## config.mk

```make
export PLATFORM = sky130hd
export DESIGN_NAME = life_step_scheduler
export DESIGN_NICKNAME = d
export VERILOG_FILES = /design/src/rtl/life_step_scheduler.sv
export SDC_FILE = /design/constraint.sdc
export NUM_CORES = 1
export LEC_CHECK = 0
export BUFFER_PORTS_ARGS = -buffer_cell sky130_fd_sc_hd__buf_2
export CORE_MARGIN = 1
export CORE_UTILIZATION = 43
export DETAILED_ROUTE_END_ITERATION = 6
export PLACE_DENSITY = 0.93
export SYNTH_ARGS = -nofsm -noshare
export SYNTH_HDL_FRONTEND = slang
export SYNTH_SLANG_ARGS = --single-unit
```

## constraint.sdc

```tcl
create_clock -name clk -period 2.4 [get_ports clk]
set_input_delay 0.24 -clock clk [delete_from_list [all_inputs] [get_ports clk]]
set_output_delay 0.24 -clock clk [all_outputs]
set_load 0.01 [all_outputs]
```

## src/rtl/life_step_scheduler.sv

```systemverilog
// Generation scheduler for the 8x8 life grid: seed load, free-running RUN at a divided tick, single-step.
// Define LIFE_STILL_DET_EN to build the still/empty-board halt detector (HALT state, halted flag).
module life_step_scheduler #(
    parameter int TICK_DIV = 4,
    parameter int GEN_W    = 8
) (
    input  logic             clk,
    input  logic             reset,
    input  logic [63:0]      seed,
    input  logic             switch1,
    input  logic             switch2,
    input  logic [63:0]      next_grid,
    output logic [63:0]      grid,
    output logic             step,
    output logic [GEN_W-1:0] gen_count,
    output logic             halted,
    output logic [1:0]       state_o
);

    localparam int TC_W = (TICK_DIV > 1) ? $clog2(TICK_DIV) : 1;
    localparam logic [TC_W-1:0] TC_LAST = TC_W'(TICK_DIV - 1);

    typedef enum logic [1:0] {
        ST_IDLE = 2'd0,
        ST_RUN  = 2'd1,
        ST_HALT = 2'd2
    } state_t;

    state_t           state_r;
    logic [TC_W-1:0]  tc_r;
    logic             sw2_q_r;
    logic [63:0]      grid_r;
    logic [GEN_W-1:0] gen_r;
    logic             step_r;
    logic             load_s;
    logic             edge2_s;

    // Generation counter sticks at all-ones instead of wrapping.
    function automatic logic [GEN_W-1:0] sat_inc(input logic [GEN_W-1:0] v);
        return (v == {GEN_W{1'b1}}) ? v : v + GEN_W'(1);
    endfunction

    assign load_s  = switch1 & switch2;
    assign edge2_s = ~switch1 & switch2 & ~sw2_q_r;

`ifdef LIFE_STILL_DET_EN
    logic halted_r;
    logic still_s;
    assign still_s = (next_grid == grid_r) | (next_grid == 64'd0);
    assign halted  = halted_r;
`else
    assign halted  = 1'b0;
`endif

    assign grid      = grid_r;
    assign step      = step_r;
    assign gen_count = gen_r;
    assign state_o   = state_r;

    // Scheduler FSM: reset, then load, then per-state commit / transition decisions.
    always_ff @(posedge clk) begin
        if (reset) begin
            state_r  <= ST_IDLE;
            tc_r     <= '0;
            sw2_q_r  <= 1'b0;
            grid_r   <= 64'd0;
            gen_r    <= '0;
            step_r   <= 1'b0;
`ifdef LIFE_STILL_DET_EN
            halted_r <= 1'b0;
`endif
        end else begin
            sw2_q_r <= switch2;
            step_r  <= 1'b0;
            if (load_s) begin
                grid_r   <= seed;
                gen_r    <= '0;
                tc_r     <= '0;
                state_r  <= ST_IDLE;
`ifdef LIFE_STILL_DET_EN
                halted_r <= 1'b0;
`endif
            end else begin
                case (state_r)
                    ST_IDLE: begin
                        if (switch1) begin
                            state_r <= ST_RUN;
                            tc_r    <= '0;
                        end else if (edge2_s) begin
                            grid_r <= next_grid;
                            gen_r  <= sat_inc(gen_r);
                            step_r <= 1'b1;
                        end else begin
                            state_r <= ST_IDLE;
                        end
                    end
                    ST_RUN: begin
                        // Falling run enable wins over a tick that lands on the same edge.
                        if (!switch1) begin
                            state_r <= ST_IDLE;
                            tc_r    <= '0;
                        end else if (tc_r == TC_LAST) begin
                            grid_r <= next_grid;
                            gen_r  <= sat_inc(gen_r);
                            step_r <= 1'b1;
                            tc_r   <= '0;
`ifdef LIFE_STILL_DET_EN
                            if (still_s) begin
                                state_r  <= ST_HALT;
                                halted_r <= 1'b1;
                            end else begin
                                state_r  <= ST_RUN;
                            end
`endif
                        end else begin
                            tc_r <= tc_r + TC_W'(1);
                        end
                    end
                    ST_HALT: begin
`ifdef LIFE_STILL_DET_EN
                        if (!switch1 && !switch2) begin
                            state_r  <= ST_IDLE;
                            halted_r <= 1'b0;
                        end else begin
                            state_r  <= ST_HALT;
                        end
`else
                        state_r <= ST_IDLE;
`endif
                    end
                    default: begin
                        state_r <= ST_IDLE;
                        tc_r    <= '0;
                    end
                endcase
            end
        end
    end

endmodule

```

[Word level (Yosys, flattened, before mapping)]
Cells that the tools add are included.
Operators by class
  $add $sub $neg: 2
  equal/unequal tests: 15
  mux-type cells: 25
  bitwise operators: 6
  reductions and logical operators: 8
Operators by type and width (number)
  $mux W64: 5
  $pmux W64 S2: 1
  $mux W8: 5
  $pmux W8 S2: 1
  $ne A3 B3 Y1 const B: 5
  $mux W2: 6
  $ne A2 B2 Y1 const B: 6
  $reduce_and A5 Y1: 2
  $add A8 B1 Y8 const B: 1
  $eq A8 B8 Y1 const B: 1
  $pmux W2 S3: 1
  $eq A2 B2 Y1 const B: 2
  $mux W1: 4
  $pmux W2 S2: 1
  $reduce_and A2 Y1: 2
  $and A1 B1 Y1: 3
  $not A1 Y1: 3
  $reduce_bool A3 Y1: 1
  $add A2 B1 Y2 const B: 1
  $eq A2 B1 Y1 const B: 1
  $logic_not A2 Y1: 1
  $pmux W1 S2: 1
  $reduce_bool A2 Y1: 1
  $reduce_or A2 Y1: 1
Word-level totals
  flip-flop bits (word level): 78
  input port bits: 132
  output and inout port bits: 76
  word-level logic and storage cells: 62

[Depth between registers and ports, before layout]
Gate-level depths: netlist of the first run.
  depth after elaboration: 7
  depth in mapped cells: 7
  gate-level depth less buffers: 5

[Worst setup path before layout of the first run]
Ideal clock, no wire load.
  path type: register -> register
  from: reg state_r[0] (netlist: state_o[0])
  to: reg gen_r[2] (netlist: gen_count[2])
  library setup time: 0.071 ns
  arrival time: 1.720 ns
  data required time: 2.329 ns
  setup slack: 0.609 ns
  cell stages (with the launch flop): 7
  path buffers: 2
  clock period less this slack: 1.791 ns
  path through: dfxtp_1 -> or4b_1 -> buf_2 -> and2_4 -> buf_6 -> or3_1 -> a21oi_1
Between the ends
  word-level cells in the longest chain between the ends: 3
  elaborated cells between the ends (all ways): 9
  classes of those cells: 5 x eq/ne; 1 x mux; 3 x reduce/logical
RTL lines
  start, declared: line 29  | state_t state_r;
  start signal, assigned: line 63  | state_r <= ST_IDLE;
  start signal, assigned: line 79  | state_r <= ST_IDLE;
  start signal, assigned: line 87  | state_r <= ST_RUN;
  $eq A2 B1 Y1 or $logic_not A2 Y1 (tied branches): line 84  | case (state_r)
  $ne A2 B2 Y1 (no line) or $reduce_bool A2 Y1 (tied branches)
  $reduce_and A5 Y1 (no line)
  end signal, assigned: line 91  | gen_r <= sat_inc(gen_r);
  end signal, assigned: line 104  | gen_r <= sat_inc(gen_r);
  end, declared: line 33  | logic [GEN_W-1:0] gen_r;
Parallel ways exist; a longest one is shown, timed or not.
A chain may end at the register's enable or synchronous reset.

[Worst setup path after layout of the first run]
  from: reg tc_r[0]
  to: reg grid_r[12] (netlist: grid[12])
Between the ends
  word-level cells in the longest chain between the ends: 3
RTL lines
  start, declared: line 30  | logic [TC_W-1:0] tc_r;
  start signal, assigned: line 116  | tc_r <= tc_r + TC_W'(1);
  $eq A2 B2 Y1: line 102  | end else if (tc_r == TC_LAST) begin
  $ne A3 B3 Y1 (no line)
  $reduce_and A5 Y1 (no line)
  end signal, assigned: line 90  | grid_r <= next_grid;
  end signal, assigned: line 103  | grid_r <= next_grid;
  end, declared: line 32  | logic [63:0] grid_r;
No other way between the ends.

==> results of run 1 <==
==> metrics by stage <==
stage | setup slack, ps | cells | total power, W | util, %
global placement | 435 | 699 | 0.00190 | 59.3
floorplan | 609 | 427 | 0.00168 | -
finish | 276 | 714 | 0.00295 | 62.2
detailed placement | 313 | 699 | 0.00192 | 59.3
global route | 86.0 | 714 | 0.00309 | 62.2
CTS | 267 | 714 | 0.00297 | 62.2
==> kinds of logic (layout without fill, tap and decap cells) <==
logic type | Yosys count | in the layout | synth area share, %
and+or+nand+nor | 223 | 223 | 26.5
buffers and inverters | 41 | 229 | 5.36
muxes | 3 | 3 | 0.905
AOI/OAI and AO/OA | 78 | 78 | 19.6
DFF | 77 | 77 | 46.5
xor gates and xnor gates | 1 | 1 | 0.264
adders and majority gates | 2 | 2 | 0.754
other | 1 | 2 | 0.113
==> power breakdown <==
part / internal, W / switching (W) / total, W
Clock: 0.000608 / 0.000450 / 0.00106
Sequential: 0.00137 / 0.0000476 / 0.00141
Combinational: 0.000213 / 0.000264 / 0.000477
Total: 0.00219 / 0.000761 / 0.00295
==> final cells by class <==
| type | count | area share (%) |
|---|---|---|
| Inverter | 3 | 0.246 |
| Tap cell | 99 | 2.70 |
| Timing Repair Buffer | 211 | 23.6 |
| Multi-Input combinational cell | 309 | 35.1 |
| Sequential cell | 77 | 33.6 |
| Clock inverter | 4 | 1.58 |
| Clock buffer | 11 | 3.08 |
==> cells in the final DEF (no fill, tap or decap), types with 3 or more instances in the layout <==
cell type / instances
mux2i_1: 3
clkbuf_8: 10
inv_1: 3
a311oi_1: 64
nor2_1: 73
buf_2: 205
buf_4: 5
a211oi_1: 3
nand3_1: 7
a21oi_1: 5
o21ai_0: 3
dfxtp_1: 77
nand2_1: 132
==> how the worst max path moves through the flow <==
stage	cells past startpoint	slack [ps]	end	from
finish	6	280	grid[12]$_SDFFE_PP0P_	tc_r[0]$_SDFFE_PP0P_
global route	6	90	grid[4]$_SDFFE_PP0P_	tc_r[0]$_SDFFE_PP0P_
detailed placement	6	310	grid[4]$_SDFFE_PP0P_	tc_r[0]$_SDFFE_PP0P_
CTS	6	270	grid[4]$_SDFFE_PP0P_	tc_r[0]$_SDFFE_PP0P_
global placement	6	430	grid[1]$_SDFFE_PP0P_	tc_r[0]$_SDFFE_PP0P_
floorplan	6	610	gen_count[2]$_SDFFE_PP0P_	state_o[0]$_SDFFE_PP0P_
==> layer usage <==
layer / up-vias / part of all wire [%] / track usage [%]
met5: - / 0 / 0
met3: 22 / 9.2 / 6.35
met1: 1753 / 38 / 25.8
met4: 0 / 2.3 / 10.8
met2: 208 / 50 / 43.0
li1: 1847 / - / -
==> flip-flops by register name, indices dropped and copies added (netlist names) <==
| signal | flops |
|---|---|
| gen_count | 8 |
| state_o | 1 |
| grid | 64 |
| sw2_q_r | 1 |
| step | 1 |
| tc_r | 2 |
==> worst max-delay path, delay by kind of cell, from the launching register on <==
family,cells,cell delay (ps)
buffers and inverters,1,390
DFF,1,330
and+or+nand+nor,3,740
adders and majority gates,1,220
AOI/OAI and AO/OA,1,300
==> results.toml, run 1 <==
[critical_path]
cpPeakStageDelay_ps = 430
cp_data_required_time_ps = 2620
cp.arrival_ps = 2350
crit_chain = "ha_1, nand3_1, and2_4, buf_4, nand2_1, a311oi_1"
r2r_slack_ps = 280
criticalPathCategory = "flop to flop"
r2r_cells = 6
r2r_end = "grid[12]$_SDFFE_PP0P_"
worstPathMaxFanout = 34
endpoint_kind = "flop"
critPathSlowestCell = "and2_4"
timing.rr.start = "tc_r[0]$_SDFFE_PP0P_"
worst_setup_path_start_kind = "flop"

[clock_tree]
clk_pin_slew_ps = 80
h-tree-depth = 3
cts_resized = 0
clock_path_buffers = 2
cts_buffers = 9
post-cts-setup-buffers = 0
cts_tree = "done"
cts-root-buf = "clkbuf_8"
clock_latency_ps = 330
cts.sinks = 77
holdBufCountCts = 0

[final_layout]
fin_nets = 745
multiInputGateArea_um2 = 1610
fill_cells = 641
diodes = 0
seq_area_um2 = 1540
area_growth_pct = 38.2
final_area_um2 = 4580
drive_gt1_share_pct = 37.2

[drt]
num_vias = 3830
first_iter_violations = 98
drc = 0
via_per_inst = 5.36
ant_nets = 0
drtPass1Iterations = 4
routedWlPerCell_um = 13.8
finalWirelength_um = 9840

[sta]
holdWs_ps = 160
setup_viol = 0
fin_setup_tns_ps = 0
finalHoldViolCount = 0
maxSlewViolCount = 0
min_period_ps = 2120
post-route-period-util_pct = 88.5
fmax_ghz = 0.471
rsz0062_at_grt = "false"
slew-limit-headroom_pct = 65.9
worst_slew_pin_slew_ps = 511
finClkSkew_ps = 9.84

[job]
cap_violations = 0

[floorplan]
dieHeight_um = 89.8
start_util_pct = 45.0
ios = 208
rows = 31
die_w_um = 89.8
design.core.area_um2 = 7370
die_area_um2 = 8070

[yosys]
yosysWarnings = 0
yosysTopAreaCell = "dfxtp_1"
async_reset_ff_share_pct = 0
yosysSeqAreaShare_pct = 46.5
netlist_top_cells_count = "nand2_1, dfxtp_1, nor2_1"
synthCells = 426
synthTopCellsByArea = "dfxtp_1, a311oi_1, nand2_1, nor2_1, clkbuf_1"
syn_area_per_cell_um2 = 7.79
ys_ff_latch = 77
syn_area_um2 = 3320
ys.flop_type = "dfxtp_1"
synth.most_common_cell = "nand2_1"
ys_types = 28
synth_edf_count = 0
yosys.area.top_type_share_pct = 46.5

[global_routing]
grt_pass1_vias = 3675
grt_overflow = 0
antenna_found_initial = 0
grt_max_degree = 69
grt_pass1_wl_um = 15900
grt.total_usage_pct = 23.8

[run_status]
status = "finished, final reports clean"

[power]
ir_worst_vdd_mv = 0.331
power_leakage_nw = 2.13
power_density_nw_per_um2 = 643

[place]
portBuffers = 205
place_congestion = 0.812
place_area_um2 = 4370
hpwl_um = 7290

[min_path]
hold_class = "input port to flop"
min-delay-start = "next_grid[31]"
min_to = "grid[31]$_SDFFE_PP0P_"
min_delay_path_depth = 3
Note: power is estimated with default switching activity, not from simulation.
==> run 2: changes to the inputs <==
--- a/config.mk
+++ b/config.mk
@@ -10,6 +10,8 @@
 export CORE_UTILIZATION = 43
 export DETAILED_ROUTE_END_ITERATION = 6
 export PLACE_DENSITY = 0.93
+export RECOVER_POWER = 25
 export SYNTH_ARGS = -nofsm -noshare
 export SYNTH_HDL_FRONTEND = slang
 export SYNTH_SLANG_ARGS = --single-unit
+export TNS_END_PERCENT = 50
==> results.toml, run 2 (synthesized netlist as in run 1, its figures left out) <==
[clock_tree]
cts_resized = 0
cts_buffers = 9
clock_latency_ps = 330
holdBufCountCts = 0
cts-root-buf = "clkbuf_8"
post-cts-setup-buffers = 0
clock_path_buffers = 2
clk_pin_slew_ps = 80
cts_tree = "done"
h-tree-depth = 3
cts.sinks = 77

[floorplan]
die_w_um = 89.8
die_area_um2 = 8070
dieHeight_um = 89.8
rows = 31
design.core.area_um2 = 7370
start_util_pct = 45.0
ios = 208

[drt]
num_vias = 3856
finalWirelength_um = 9950
ant_nets = 0
first_iter_violations = 109
routedWlPerCell_um = 13.9
drtPass1Iterations = 6
via_per_inst = 5.40
drc = 0

[final_layout]
fill_cells = 656
multiInputGateArea_um2 = 1610
layout_commonest_cell = "buf_2"
final_cell_mix = "buf_2, nand2_1, dfxtp_1, nor2_1, a311oi_1"
largest_reg_flops = 64
fin_nets = 745
seq_area_um2 = 1540
drive_gt1_share_pct = 31.7
diodes = 0
area_growth_pct = 36.9

[critical_path]
endpoint_kind = "flop"
criticalPathCategory = "flop to flop"
crit_chain = "ha_1, nand3_1, and2_4, buf_4, nand2_1, a311oi_1"
cp.arrival_ps = 2350
worst_setup_path_start_kind = "flop"
worstPathMaxFanout = 34
critPathSlowestCell = "and2_4"
cp_data_required_time_ps = 2620
r2r_cells = 6
cpPeakStageDelay_ps = 430
r2r_end = "grid[12]$_SDFFE_PP0P_"
timing.rr.start = "tc_r[0]$_SDFFE_PP0P_"
r2r_slack_ps = 270

[power]
combPwrFrac_pct = 15.9
clkPwrFrac_pct = 36.0
internal_power_w = 0.00218
sw_frac_of_total_pct = 26.0
seqPwrFrac_pct = 48.2
power_leakage_nw = 2.00
power_density_nw_per_um2 = 647
p_sw_w = 0.000764
ir_worst_vdd_mv = 0.330
total_power_w = 0.00294

[place]
portBuffers = 205
hpwl_um = 7290
place_congestion = 0.812

[sta]
min_period_ps = 2130
post-route-period-util_pct = 88.8
setup_viol = 0
fin_setup_tns_ps = 0
holdWs_ps = 160
maxSlewViolCount = 0
worst_slew_pin_slew_ps = 1230
finalHoldViolCount = 0
fmax_ghz = 0.469
rsz0062_at_grt = "false"
finClkSkew_ps = 9.53
slew-limit-headroom_pct = 17.8

[global_routing]
grt_overflow = 0
grt_pass1_vias = 3675
grt_max_degree = 69
grt.total_usage_pct = 23.8
antenna_found_initial = 0
grt_pass1_wl_um = 15900

[min_path]
min_to = "grid[31]$_SDFFE_PP0P_"
min_delay_path_depth = 3
hold_class = "input port to flop"
min-delay-start = "next_grid[31]"

[job]
cap_violations = 0

[run_status]
status = "finished, final reports clean"
==> run 2: layout make-up <==
class,instances,area share [%]
inverters,3,0.248
multi-input cells,309,35.4
well taps,99,2.73
clock inverters,4,1.60
repair buffers,211,22.9
clock buffers,11,3.11
flip-flops and latches,77,33.9
==> run 2: how the worst max path moves through the flow <==
stage                                            to  slack (ps)  cells past startpoint               startpoint
after floorplan           gen_count[2]$_SDFFE_PP0P_         610                      6  state_o[0]$_SDFFE_PP0P_
after global placement         grid[1]$_SDFFE_PP0P_         430                      6     tc_r[0]$_SDFFE_PP0P_
after detailed placement       grid[4]$_SDFFE_PP0P_         310                      6     tc_r[0]$_SDFFE_PP0P_
after CTS                      grid[4]$_SDFFE_PP0P_         270                      6     tc_r[0]$_SDFFE_PP0P_
after global routing           grid[4]$_SDFFE_PP0P_          90                      6     tc_r[0]$_SDFFE_PP0P_
final                         grid[12]$_SDFFE_PP0P_         270                      6     tc_r[0]$_SDFFE_PP0P_
==> run 2: stage by stage <==
step                      utilization, %  area, µm²  setup WS [ps]  instances
after detailed placement            59.3       4370            313        699
final                               61.6       4540            269        714
after global routing                61.6       4540           86.0        714
after global placement              59.3       4370            435        699
after CTS                           62.2       4580            267        714
after floorplan                        -       3320            609        427
==> run 2: worst max-delay path, delay by kind of cell (launching register included) <==
family / cells / cell delay (ps)
buf+inv: 1 / 400
flops: 1 / 330
simple gates: 3 / 750
compound gates: 1 / 300
fa+ha+maj: 1 / 220
==> run 2: layer usage <==
layer | vias to the layer above | track usage (%) | share of wire (%)
met4 | 0 | 10.8 | 2.4
met5 | - | 0 | 0
met2 | 216 | 43.0 | 50
li1 | 1847 | - | -
met1 | 1767 | 25.8 | 38
met3 | 26 | 6.35 | 9.0
==> run 2: power by group through the flow <==
stage | clock network [W] | registers [W] | logic [W]
floorplan | 0 | 0.00148 | 0.000200
global placement | 0 | 0.00144 | 0.000462
detailed placement | 0 | 0.00144 | 0.000479
CTS | 0.00108 | 0.00141 | 0.000480
global route | 0.00114 | 0.00143 | 0.000513
finish | 0.00106 | 0.00142 | 0.000467
